[src/rtl/trace_pkg.sv]
// Shared constants, serializer state type and record word selection for the trace recorder.
package trace_pkg;

  localparam int TRACE_REC_W  = 96;
  localparam int TRACE_WORDS  = 3;
  localparam int TRACE_WORD_W = 32;

  typedef enum logic [1:0] {
    IDLE,
    W0,
    W1,
    W2
  } ser_state_t;

  // Word 0 is the instruction (record MSBs), word 2 the write-back result (LSBs).
  function automatic logic [TRACE_WORD_W-1:0] rec_word(input logic [TRACE_REC_W-1:0] rec,
                                                       input logic [1:0]             idx);
    int base;
    base = (TRACE_WORDS - 1 - int'(idx)) * TRACE_WORD_W;
    return rec[base +: TRACE_WORD_W];
  endfunction

endpackage

[src/rtl/trace_fifo.sv]
// DEPTH x 96-bit record FIFO; pointers carry one extra bit so full and empty are distinct.
module trace_fifo
  import trace_pkg::*;
#(
  parameter int DEPTH = 8
) (
  input  logic                   clk,
  input  logic                   rst_n,
  input  logic                   push,
  input  logic [TRACE_REC_W-1:0] push_data,
  input  logic                   pop,
  output logic [TRACE_REC_W-1:0] head_data,
  output logic [TRACE_REC_W-1:0] next_data,
  output logic                   full,
  output logic                   empty,
  output logic                   has_next
);

  localparam int AW = (DEPTH > 1) ? $clog2(DEPTH) : 1;
  localparam logic [AW:0]   PTR_ONE = 1;
  localparam logic [AW-1:0] IDX_ONE = 1;

  logic [TRACE_REC_W-1:0] mem_q [DEPTH];
  logic [AW:0]            wr_ptr_q, wr_ptr_d;
  logic [AW:0]            rd_ptr_q, rd_ptr_d;
  logic [AW:0]            count;
  logic [AW-1:0]          rd_idx_next;
  logic                   do_push, do_pop;

  assign full        = (wr_ptr_q[AW] != rd_ptr_q[AW]) && (wr_ptr_q[AW-1:0] == rd_ptr_q[AW-1:0]);
  assign empty       = (wr_ptr_q == rd_ptr_q);
  assign count       = wr_ptr_q - rd_ptr_q;
  assign has_next    = (count > PTR_ONE);
  assign do_push     = push & ~full;
  assign do_pop      = pop & ~empty;
  assign rd_idx_next = rd_ptr_q[AW-1:0] + IDX_ONE;
  assign head_data   = mem_q[rd_ptr_q[AW-1:0]];
  assign next_data   = mem_q[rd_idx_next];

  always_comb begin
    wr_ptr_d = wr_ptr_q;
    rd_ptr_d = rd_ptr_q;
    if (do_push) wr_ptr_d = wr_ptr_q + PTR_ONE;
    if (do_pop)  rd_ptr_d = rd_ptr_q + PTR_ONE;
  end

  // Storage needs no reset: emptiness is defined by the pointers alone.
  always_ff @(posedge clk) begin
    if (do_push) mem_q[wr_ptr_q[AW-1:0]] <= push_data;
  end

  always_ff @(posedge clk or negedge rst_n) begin
    if (!rst_n) begin
      wr_ptr_q <= '0;
      rd_ptr_q <= '0;
    end else begin
      wr_ptr_q <= wr_ptr_d;
      rd_ptr_q <= rd_ptr_d;
    end
  end

endmodule

[src/rtl/trace_recorder.sv]
// Retired-instruction trace recorder: buffers 96-bit records and streams them as three 32-bit words.
// Optional build macro TRACE_NOP_FILTER_EN discards records whose instruction is all zero.
module trace_recorder
  import trace_pkg::*;
#(
  parameter int DEPTH = 8,
  parameter int CNT_W = 8
) (
  input  logic             clk,
  input  logic             rst_n,
  input  logic             cap_valid,
  input  logic [31:0]      cap_instr,
  input  logic [31:0]      cap_pc4,
  input  logic [31:0]      cap_result,
  input  logic             cap_en,
  output logic             out_valid,
  input  logic             out_ready,
  output logic [31:0]      out_data,
  output logic             out_last,
  input  logic             drop_clr,
  output logic [CNT_W-1:0] drop_count,
  output logic             overflow
);

  logic                   cap_fire;
  logic                   push, drop, pop;
  logic                   fifo_full, fifo_empty, fifo_has_next;
  logic [TRACE_REC_W-1:0] cap_rec, head_data, next_data;

  ser_state_t             state_q;
  logic                   out_valid_q, out_last_q;
  logic [31:0]            out_data_q;
  logic [CNT_W-1:0]       drop_count_q, drop_count_d;
  logic                   overflow_q, overflow_d;

`ifdef TRACE_NOP_FILTER_EN
  assign cap_fire = cap_valid & cap_en & (cap_instr != 32'h0000_0000);
`else
  assign cap_fire = cap_valid & cap_en;
`endif

  // Fullness is judged at the start of the cycle, so a same-cycle pop never rescues a push.
  assign cap_rec = {cap_instr, cap_pc4, cap_result};
  assign push    = cap_fire & ~fifo_full;
  assign drop    = cap_fire & fifo_full;
  assign pop     = (state_q == W2) & out_ready;

  trace_fifo #(
    .DEPTH(DEPTH)
  ) u_fifo (
    .clk      (clk),
    .rst_n    (rst_n),
    .push     (push),
    .push_data(cap_rec),
    .pop      (pop),
    .head_data(head_data),
    .next_data(next_data),
    .full     (fifo_full),
    .empty    (fifo_empty),
    .has_next (fifo_has_next)
  );

  always_comb begin
    drop_count_d = drop_count_q;
    overflow_d   = overflow_q;
    if (drop_clr) begin
      drop_count_d = '0;
      overflow_d   = 1'b0;
    end else if (drop) begin
      overflow_d = 1'b1;
      if (drop_count_q != {CNT_W{1'b1}}) drop_count_d = drop_count_q + 1'b1;
    end
  end

  always_ff @(posedge clk or negedge rst_n) begin
    if (!rst_n) begin
      drop_count_q <= '0;
      overflow_q   <= 1'b0;
    end else begin
      drop_count_q <= drop_count_d;
      overflow_q   <= overflow_d;
    end
  end

  // Outputs are loaded on the edge that enters each state, so they hold steady during stalls.
  always_ff @(posedge clk or negedge rst_n) begin
    if (!rst_n) begin
      state_q     <= IDLE;
      out_valid_q <= 1'b0;
      out_data_q  <= '0;
      out_last_q  <= 1'b0;
    end else begin
      case (state_q)
        IDLE: begin
          if (!fifo_empty) begin
            state_q     <= W0;
            out_valid_q <= 1'b1;
            out_data_q  <= rec_word(head_data, 2'd0);
            out_last_q  <= 1'b0;
          end
        end
        W0: begin
          if (out_ready) begin
            state_q    <= W1;
            out_data_q <= rec_word(head_data, 2'd1);
          end
        end
        W1: begin
          if (out_ready) begin
            state_q    <= W2;
            out_data_q <= rec_word(head_data, 2'd2);
            out_last_q <= 1'b1;
          end
        end
        W2: begin
          if (out_ready) begin
            out_last_q <= 1'b0;
            if (fifo_has_next) begin
              state_q    <= W0;
              out_data_q <= rec_word(next_data, 2'd0);
            end else begin
              state_q     <= IDLE;
              out_valid_q <= 1'b0;
              out_data_q  <= '0;
            end
          end
        end
        default: begin
          state_q     <= IDLE;
          out_valid_q <= 1'b0;
          out_data_q  <= '0;
          out_last_q  <= 1'b0;
        end
      endcase
    end
  end

  assign out_valid  = out_valid_q;
  assign out_data   = out_data_q;
  assign out_last   = out_last_q;
  assign drop_count = drop_count_q;
  assign overflow   = overflow_q;

endmodule

[config.mk]
export PLATFORM = sky130hd
export DESIGN_NAME = trace_recorder
export DESIGN_NICKNAME = d
export VERILOG_FILES = /design/src/rtl/trace_pkg.sv /design/src/rtl/trace_fifo.sv /design/src/rtl/trace_recorder.sv
export SDC_FILE = /design/constraint.sdc
export NUM_CORES = 1
export LEC_CHECK = 0
export CELL_PAD_IN_SITES_DETAIL_PLACEMENT = 0
export CELL_PAD_IN_SITES_GLOBAL_PLACEMENT = 1
export CORE_MARGIN = 2
export CORE_UTILIZATION = 57
export CTS_CLUSTER_SIZE = 20
export DETAILED_ROUTE_END_ITERATION = 10
export GPL_TIMING_DRIVEN = 0
export PLACE_DENSITY = 0.9
export SYNTH_ARGS = -nofsm -noshare
export SYNTH_HDL_FRONTEND = slang
export SYNTH_SLANG_ARGS = --single-unit
[constraint.sdc]
create_clock -name clk -period 17.7 [get_ports clk]
set_clock_uncertainty 0.05 [all_clocks]
set_input_delay 5.31 -clock clk [delete_from_list [all_inputs] [get_ports clk]]
set_output_delay 5.31 -clock clk [all_outputs]
set_load 0.01 [all_outputs]
# Yosys cells after proc, flatten, opt, wreduce, memory -nomap -nowiden
# Memories as Yosys holds them, arrays and structs flattened.
# Index checks and enable logic that the tools add are counted.
[op_classes]
add_sub_neg = 5
n_mul = 0
div = 0
magnitude_cmp = 1
eq_ne = 12
shifts = 0
mux = 27
n_bitwise = 8
n_reduce_logical = 10
[op_table]
columns = ["op", "count"]
rows = [
  ["$mux 32", 5],
  ["$pmux 32 s4", 1],
  ["$mux 8", 3],
  ["$reduce_and 4->1", 3],
  ["$mux 1", 11],
  ["$ne 2x2->1 const B", 5],
  ["$add 4x1->4 const B", 2],
  ["$add 8x1->8 const B", 1],
  ["$mux 2", 4],
  ["$ne 8x8->1 const B", 1],
  ["$pmux 2 s4", 1],
  ["$and 1x1->1", 6],
  ["$reduce_bool 2->1", 3],
  ["$eq 2x2->1 const B", 2],
  ["$eq 4x4->1", 1],
  ["$gt 4x1->1 const B", 1],
  ["$sub 4x4->4", 1],
  ["$add 3x1->3 const B", 1],
  ["$eq 3x3->1", 1],
  ["$pmux 1 s3", 1],
  ["$reduce_bool 3->1", 1],
  ["$eq 2x1->1 const B", 1],
  ["$logic_not 2->1", 1],
  ["$not 1->1", 2],
  ["4 further kinds", 4],
]
[totals]
reg_bits = 53
latchBits = 0
ramBits = 768
romBits = 0
input_bits = 102
out_inout_bits = 43
elab_cells = 72
mem_count = 1
[memory_table]
columns = ["name", "words", "width", "read_ports", "rd_ports_with_merged_regs", "wr", "line", "text"]
rows = [
  ["u_fifo.mem_q", 8, 96, 2, 0, 1, "trace_fifo.sv:23", "logic [TRACE_REC_W-1:0] mem_q [DEPTH];"],
]

# Logic depth before layout (Yosys ltp)
# Gate-level depths: netlist (run 1).
[depth]
depth_word = 7
depth_mapped = 13

# By module
# From an unflattened synthesis (run 1), not the netlist that was laid out.
[hier_totals]
hier_cells = 1985
area_unflattened_um2 = 37976.4
[by_module_without_submodules]
columns = ["mod", "n_inst", "cells_each", "area_per_inst_um2", "seq_area_each_um2"]
rows = [
  ["trace_fifo", 1, 1714, 35113.7, 23262.3],
  ["trace_recorder", 1, 271, 2862.7, 1126.1],
]

# Least setup slack after synthesis (run 1)
# Ideal clock, no wire load.
[synth_path]
path_kind = "in2reg"
from = "input port cap_valid"
to = "memory u_fifo.mem_q[0][0], enable pin"
arrival_time_ns = 14.675
setup_slack_ns = 2.189
path_stages = 3
n_path_buf = 0
cell_sequence = "nand2_1 -> a21o_1 -> nor4_1"
[synth_between]
elab_chain_cells = 5
[synth_rtl]
columns = ["item", "line", "text"]
rows = [
  ["start, declared", "trace_recorder.sv:11", "input logic cap_valid,"],
  ["$and 1x1->1", "trace_recorder.sv:39", "assign cap_fire = cap_valid & cap_en;"],
  ["$and 1x1->1", "trace_recorder.sv:44", "assign push = cap_fire & ~fifo_full;"],
  ["$and 1x1->1", "trace_fifo.sv:34", "assign do_push = push & ~full;"],
  ["$mux 1", "trace_fifo.sv:49", "if (do_push) mem_q[wr_ptr_q[AW-1:0]] <= push_data;"],
  ["$mux 1 (not written as such)", "trace_fifo.sv:49", ""],
  ["end, declared", "trace_fifo.sv:23", ""],
]
# Every way passes these cells.

# Worst setup path after layout (run 1)
[layout_path]
from = "input port cap_valid"
to = "memory u_fifo.mem_q[3][53], enable pin"
# The elaborated chain is that of the path after synthesis.

==> metrics.md, run 1 <==
| Metric | Value |
|---|---|
| Max Cap Viol | `0` |
| Post-route worst setup slack | `9.98 ns` |
| GRT overflow | `0` |
| Detailed placement HPWL | `59.0 mm` |
| Unrepaired setup endpoints after global routing | `false` |
| Worst slew pin tran | `1.03 ns` |
| Largest net degree at the start of global routing | `32` |
| Die area | `roughly 61,000 um2` |
| Clock Latency Late Sink | `0.62 ns` |
| Setup violations, final | `0` |
| Fin crit period | `slightly below 8 ns` |
| Crit. End Element | `flop` |
| Initial antenna violation count | `15` |
| CTS buffer count | `80` |
| Fin crit share | `43.6%` |
| Worst-path clk slew | `0.06 ns` |
| R2R Setup Slk | `about 13 ns` |
| Sequential area share after synthesis | `72.5%` |
| Total leakage power | `between 0.01 and 0.015 uW` |
| I/O pin count | `145` |
| Die Ht | `around 250 um` |
| Core area | `58,700 um2` |
| CTS root buf | `clkbuf_16` |
| HP Start | `overflow` |
| FF-to-FF Start | `u_fifo.rd_ptr_q[1]` |
| Area grow syn2layout | `17.7%` |
| Die extent in x | `247 um` |
| Crit Path Category | `in2reg` |
| Endpoint arrival time on the critical path | `8.01 ns` |
| CTS Sinks | `821` |
| Slowest-stage cell, CP | `nor3_2` |
| TritonCTS clock tree | `done` |
| Pre-antenna DRT Iters | `5` |
| First-pass GRT wire length | `126 mm` |
| Outcome | `finished, final reports clean` |
| Max Clk Rate | `129 MHz` |
| Final instance area | `39,600 um2` |
| Cts hold-fix bufs | `0` |
| Yosys cell types | `48` |
| CP Launch Type | `primary input` |
| Pre-CTS setup slack | `between 9 and 10 ns` |
| Share of cells above drive strength 1 | `between 20% and 30%` |
| Mapped Avg Cell Area | `20.0 um2` |
| Cell Area, Synth | `33,600 um2` |
| Post-cts sizing count | `0` |
| Clk buf depth | `3` |
| Fin util | `67.5%` |
| CP max FO | `9` |
| Synth warn | `0` |
| Routed vias | `between 15,000 and 20,000` |
| Hold Fails Final Rpt | `0` |
| Vias in the first global route | `18,900` |
| Via/cell ratio | `6.68` |
| WHS | `0.469 ns` |
| Iteration-0 DRC Markers | `2,936` |
| Post-CTS Setup Inserts | `0` |
| Most common cell on crit path | `buf_6` |
| Nets | `2,095` |
| Tot GR Track Use | `29.2%` |
| Req. time, crit path | `roughly 18 ns` |
| Power per cell area | `between 150 and 200 nW/um2` |
| Syn_nets | `between 1,500 and 2,000` |
| Total Wirelength | `86.9 mm` |
| Initial Utilization | `57.3%` |
| H-Tree Level Count | `3` |
| Num rows | `89` |
| Max IR drop VDD | `130 uV` |
| Placed Area | `37,100 um2` |
| Port Buf Inserts | `143` |
| CP Cell Sequence | `clkdlybuf4s50_1 > nand2_1 > a21o_1 > nor3_2 > buf_8 > buf_6 > buf_6 > buf_8 > buf_6` |
| Crit path from | `cap_valid` |
| Relative slew slack | `approximately 31%` |
| CP max stage delay | `0.84 ns` |
| Register bit total from synthesis | `821` |
| Drt drc | `0` |
| Final RePlAce weighted congestion | `0.861` |
| Detail Route Antenna Nets | `0` |
| Routed WL per cell | `30.7 um` |
| Max-slew violations | `0` |
| Type of the most critical hold path | `reg2reg` |
| Cells after synthesis | `1,678` |
metal layers:
layer / vias to the layer above / part of all wire [%] / wire, um / global-route usage (%)
met5: - / 0.13 / 114 / 0
met4: 18 / 4.9 / 4290 / 13.7
met3: 242 / 11 / 9750 / 7.38
met2: 1269 / 48 / 41400 / 45.2
met1: 9720 / 36 / 31300 / 39.5
li1: 7619 / - / - / -
state kept, by name, indices dropped and copies added, names as in the netlist:
register and flops:
u_fifo.mem_q 768, drop_count 8, state_q 2, out_last 1
out_valid 1, overflow 1, u_fifo.rd_ptr_q 4, out_data 32
u_fifo.wr_ptr_q 4
area by class of cell:
| cell class | instances | area, um2 |
|---|---|---|
| Antenna cell | 7 | 17.5 |
| Buffer | 107 | 541 |
| Clock buffer | 109 | 2150 |
| Clock inverter | 37 | 329 |
| Fill cell | 3555 | 19100 |
| Inverter | 9 | 33.8 |
| Multi-Input combinational cell | 741 | 8720 |
| Sequential cell | 821 | 24400 |
| Tap cell | 773 | 967 |
| Timing Repair Buffer | 222 | 2450 |
synth_stat cells, drive strengths merged:
| cell | n | area [um2] |
|---|---|---|
| and3 | 3 | 18.8 |
| o31ai | 2 | 15.0 |
| or4 | 2 | 15.0 |
| and4 | 1 | 8.76 |
| mux2 | 36 | 409 |
| o22ai | 33 | 206 |
| inv | 8 | 30.0 |
| o21ai | 7 | 42.5 |
| mux4 | 256 | 5770 |
| mux2i | 1 | 10.0 |
| o2111ai | 2 | 17.5 |
| a22o | 6 | 52.6 |
| a2111oi | 4 | 60.1 |
| nor3 | 6 | 41.3 |
| a211oi | 29 | 218 |
| nand2 | 105 | 394 |
| nor2b | 2 | 12.5 |
| o32a | 1 | 10.0 |
| ha | 10 | 125 |
| fa | 1 | 20.0 |
| and2 | 3 | 18.8 |
| nor4 | 1 | 6.26 |
| o211ai | 1 | 7.51 |
| edfxtp | 768 | 23100 |
| xor2 | 9 | 78.8 |
| buf | 70 | 402 |
| nand3b | 1 | 7.51 |
| nand2b | 1 | 6.26 |
| a21oi | 12 | 60.1 |
| nand4 | 1 | 6.26 |
| clkinv | 1 | 3.75 |
| a21o | 2 | 15.0 |
| a31oi | 29 | 181 |
| nor2 | 102 | 383 |
| dfrtp | 53 | 1330 |
| xnor2 | 5 | 43.8 |
| clkbuf | 37 | 139 |
| or3 | 1 | 6.26 |
| nand3 | 35 | 175 |
| a22oi | 31 | 233 |
layout by cell type, fill, tap and decap left out, types with 30 or more instances in the layout:
| master | netlist | final |
|---|---|---|
| clkdlybuf4s50_1 | 0 | 142 |
| clkbuf_16 | 0 | 81 |
| buf_4 | 13 | 30 |
| a22oi_1 | 31 | 31 |
| clkbuf_1 | 37 | 63 |
| nor2_1 | 102 | 99 |
| dfrtp_1 | 53 | 53 |
| mux4_2 | 256 | 256 |
| buf_6 | 5 | 42 |
| mux2_2 | 35 | 35 |
| buf_2 | 42 | 43 |
| o22ai_1 | 33 | 33 |
| nand2_1 | 105 | 105 |
| edfxtp_1 | 768 | 768 |
| nand3_1 | 35 | 35 |
cells by family (layout without fill, tap and decap cells):
kind of cell | count (synthesis) | in the layout | synth area share (%)
AO/OA/AOI/OAI | 159 | 159 | 3.33
XOR/XNOR | 14 | 14 | 0.365
adder cells (fa/ha/maj) | 11 | 11 | 0.432
buffers and inverters | 116 | 484 | 1.71
flip-flops | 821 | 821 | 72.5
multiplexers | 293 | 293 | 18.4
other | 0 | 7 | 0
AND/OR/NAND/NOR | 264 | 264 | 3.27
report_power, final:
group	total (uW)	switching, uW	internal, uW	leakage (uW)
Combinational	2610	1480	1130	0.00413
Sequential	2430	104	2330	0.00758
Clock	1620	705	915	0.00120
worst paths after layout:
kind                                       endpoint  depth (start not counted)
min in group asynchronous               out_data[2]                          1
worst max register to register  u_fifo.mem_q[3][53]                         14
worst max-delay path            u_fifo.mem_q[3][53]                          9
worst min register to register             overflow                          2
worst min-delay path                       overflow                          2
max in group asynchronous              out_data[22]                          2
per-stage QoR:
step	TNS (ns)	power, uW	cells
2_1_floorplan	0	4130	1678
3_3_place_gp	-1648.17	4970	2594
3_5_place_dp	0	5020	2673
4_1_cts	0	6650	2819
5_1_grt	0	6890	2823
6_report	0	6660	2826
worst max-delay path, delay by kind of cell:
| family | cells | cell delay (ns) |
|---|---|---|
| AOI/OAI and AO/OA | 1 | 0.27 |
| and+or+nand+nor | 2 | 0.97 |
| buffers and inverters | 6 | 1.43 |
Note: power is estimated with default switching activity, not from simulation.
==> run 2, diff against run 1 <==
Settings changed: CORE_UTILIZATION 57 to 53, PLACE_DENSITY 0.9 to 0.85.
Clock period 17.7 ns to 7.41 ns, I/O delays scaled along.
==> run 2 against run 1 <==
Die area increased by 7.4%. Utilization decreased by 4.2 points. Power increased by 140%. Clock power increased by 150%. Via count decreased by 1.3%. Cell count increased by 2.0%. Register-to-register slack got worse by 10 ns. Setup slack got worse by 7.9 ns. Clock-buffer cell count decreased by 5. Non-clock buffer count decreased by 10. Critical path type is now reg2reg. Highest routed layer unchanged.
==> metrics.md, run 2 (synthesis gave the netlist of run 1 again) <==
| Metric | Value |
|---|---|
| Drt drc | `0 (unchanged)` |
| Non-Filler Instances | `2,883 (+2.0%)` |
| CP Cell Sequence | `buf_6 > buf_6 > buf_2 > buf_1 > inv_1 > ha_1 > and3_1 > a21oi_1 > nand2_1 > nor3_4 > buf_16 > buf_16 > buf_16 > buf_8 > buf_8` |
| Num rows | `92 (+3.4%)` |
| Largest net degree at the start of global routing | `35 (+9.4%)` |
| Crit Path Category | `reg2reg` |
| Hold depth | `2 (unchanged)` |
| Setup violations, final | `0 (unchanged)` |
| WHS | `0.444 ns (-0.0247 ns)` |
| Final RePlAce weighted congestion | `0.916 (+6.4%)` |
| Fin crit period | `roughly 5.3 ns` |
| Fill cells | `4,244 (+19%)` |
| I/O pin count | `145 (unchanged)` |
| Die area | `65,500 um2 (+7.4%)` |
| CTS buffer count | `81 (+1.3%)` |
| Final Power | `16,000 uW (+140%)` |
| Initial antenna violation count | `10 (-5)` |
| Sequential cell area | `24,400 um2 (unchanged)` |
| Max IR drop VDD | `247 uV (+90%)` |
| Max Clk Rate | `188 MHz` |
| Slowest-stage cell, CP | `buf_1` |
| Clk buf depth | `3 (unchanged)` |
| Multi-input logic area | `8730 um2 (+0.17%)` |
| Total Wirelength | `85.9 mm (-1.1%)` |
| Pre-antenna DRT Iters | `6 (+1)` |
| Power per cell area | `403 nW/um2 (+140%)` |
| Die Ht | `256 um (+3.6%)` |
| Most common cell on crit path | `buf_16` |
| Most common cell after layout, fill and taps aside | `edfxtp_1` |
| Max-slew violations | `0 (unchanged)` |
| TritonCTS clock tree | `done` |
| Routed WL per cell | `29.8 um (-3.0%)` |
| Die extent in x | `256 um (+3.6%)` |
| CP Launch Type | `flop` |
| Placed Area | `37,200 um2 (+0.19%)` |
| Initial Utilization | `53.5% (-3.8 points)` |
| CTS Sinks | `821 (unchanged)` |
| Type of the most critical hold path | `reg2reg` |
| Detail Route Antenna Nets | `0 (unchanged)` |
| CP max FO | `12 (+3)` |
| CTS root buf | `clkbuf_16` |
| R2R Setup Slk | `2.09 ns (-10.45 ns)` |
| Core area | `62,900 um2 (+7.1%)` |
| Share of cells above drive strength 1 | `27.2% (+0.22 points)` |
| H-Tree Level Count | `3 (unchanged)` |
| Unrepaired setup endpoints after global routing | `false` |
| Most frequent cells in the layout | `edfxtp_1, mux4_2, clkdlybuf4s50_1` |
| Area grow syn2layout | `18.3%` |
| Detailed placement HPWL | `59.1 mm (+0.17%)` |
| Routed vias | `18,600 (-1.3%)` |
| Via/cell ratio | `6.46 (-3.2%)` |
| Post-CTS Setup Inserts | `0 (unchanged)` |
| Worst-path clk slew | `0.06 ns (about the same)` |
| Crit. End Element | `flop` |
| Post-cts sizing count | `0 (unchanged)` |
| Req. time, crit path | `7.70 ns (-10.28 ns)` |
| Cts hold-fix bufs | `0 (unchanged)` |
| First-pass GRT wire length | `126 mm (+0.18%)` |
| Nets | `2,086 (-0.43%)` |
| Final instance area | `39,800 um2 (+0.45%)` |
| Port Buf Inserts | `143 (unchanged)` |
| Hold Fails Final Rpt | `0 (unchanged)` |
| Fin crit share | `71.7%` |
| R2R cell count | `15 (+1)` |
| Relative slew slack | `34.1% (+3.3 points)` |
| Outcome | `finished, final reports clean` |
| Max Cap Viol | `0 (unchanged)` |
| DP Cell Count | `2,736 (+2.4%)` |
| Total leakage power | `0.0129 uW (+0.19%)` |
| GRT overflow | `0 (unchanged)` |
| Largest register FFs | `768 (unchanged)` |
| Clock Latency Late Sink | `0.64 ns (+0.02 ns)` |
| Iteration-0 DRC Markers | `2,618 (-11%)` |
| Vias in the first global route | `18,700 (-0.78%)` |
| Tot GR Track Use | `26.6% (-2.5 points)` |
| Worst slew pin tran | `0.984 ns (-0.0488 ns)` |
| Endpoint arrival time on the critical path | `5.60 ns (-2.41 ns)` |
| CP max stage delay | `0.75 ns (-0.09 ns)` |
run 2: cell types whose count changed in the layout (fill, tap and decap cells not counted), moves of 3 or more:
| cell | change |
|---|---|
| buf_12 | +3 |
| buf_4 | -16 |
| buf_6 | +6 |
| buf_8 | -3 |
| clkbuf_1 | -10 |
| clkbuf_8 | +3 |
| clkinv_1 | -4 |
| clkinv_2 | +3 |
| diode_2 | -3 |
run 2: metal layers:
layer	GRT usage, %	vias up	routed length [um]
met1	37.3	9734	32800
met5	0	-	98
met4	10.0	14	3040
met3	5.60	180	8500
li1	-	7587	-
met2	41.9	1109	41500
run 2: critical path: cells and delay by family, from the launching register on:
kind,cells,cell delay (ns)
AND/OR/NAND/NOR,3,1.16
buffers and inverters,10,2.57
flip-flops,1,0.41
adder cells (fa/ha/maj),1,0.39
AO/OA/AOI/OAI,1,0.38
run 2: power by group:
part	internal [uW]	leakage (uW)	switching, uW	total, uW
Sequential	5560	0.00758	247	5810
Clock	2320	0.00127	1710	4030
Combinational	2700	0.00409	3490	6190
Total	10600	0.0129	5450	16000
run 2: cell type report:
cell class                      count  share of cell area (%)
Buffer                            107                    1.36
Antenna cell                        4                  0.0252
Sequential cell                   821                    61.3
Tap cell                          846                    2.66
Clock buffer                      104                    5.55
Timing Repair Buffer              212                    6.06
Inverter                            9                  0.0849
Multi-Input combinational cell    741                    22.0
Clock inverter                     39                   0.988
run 2: path summary, 6_finish.rpt:
check | startpoint | endpoint
worst max-delay path | u_fifo.rd_ptr_q[1] | u_fifo.mem_q[4][35]
worst min-delay path | overflow | overflow
worst max register to register | u_fifo.rd_ptr_q[1] | u_fifo.mem_q[4][35]
worst min register to register | overflow | overflow
max in group asynchronous | rst_n | out_data[19]
min in group asynchronous | rst_n | out_data[0]
run 2: stage by stage:
step / TNS (ns) / setup WS, ns / util, %
after detailed placement: 0 / 1.94 / 59.1
after floorplan: -782.47 / -2.40 / -
after CTS: 0 / 2.13 / 63.3
final: 0 / 2.09 / 63.3
after global placement: -4901.58 / -9.70 / 57.5
after global routing: 0 / 1.91 / 63.3
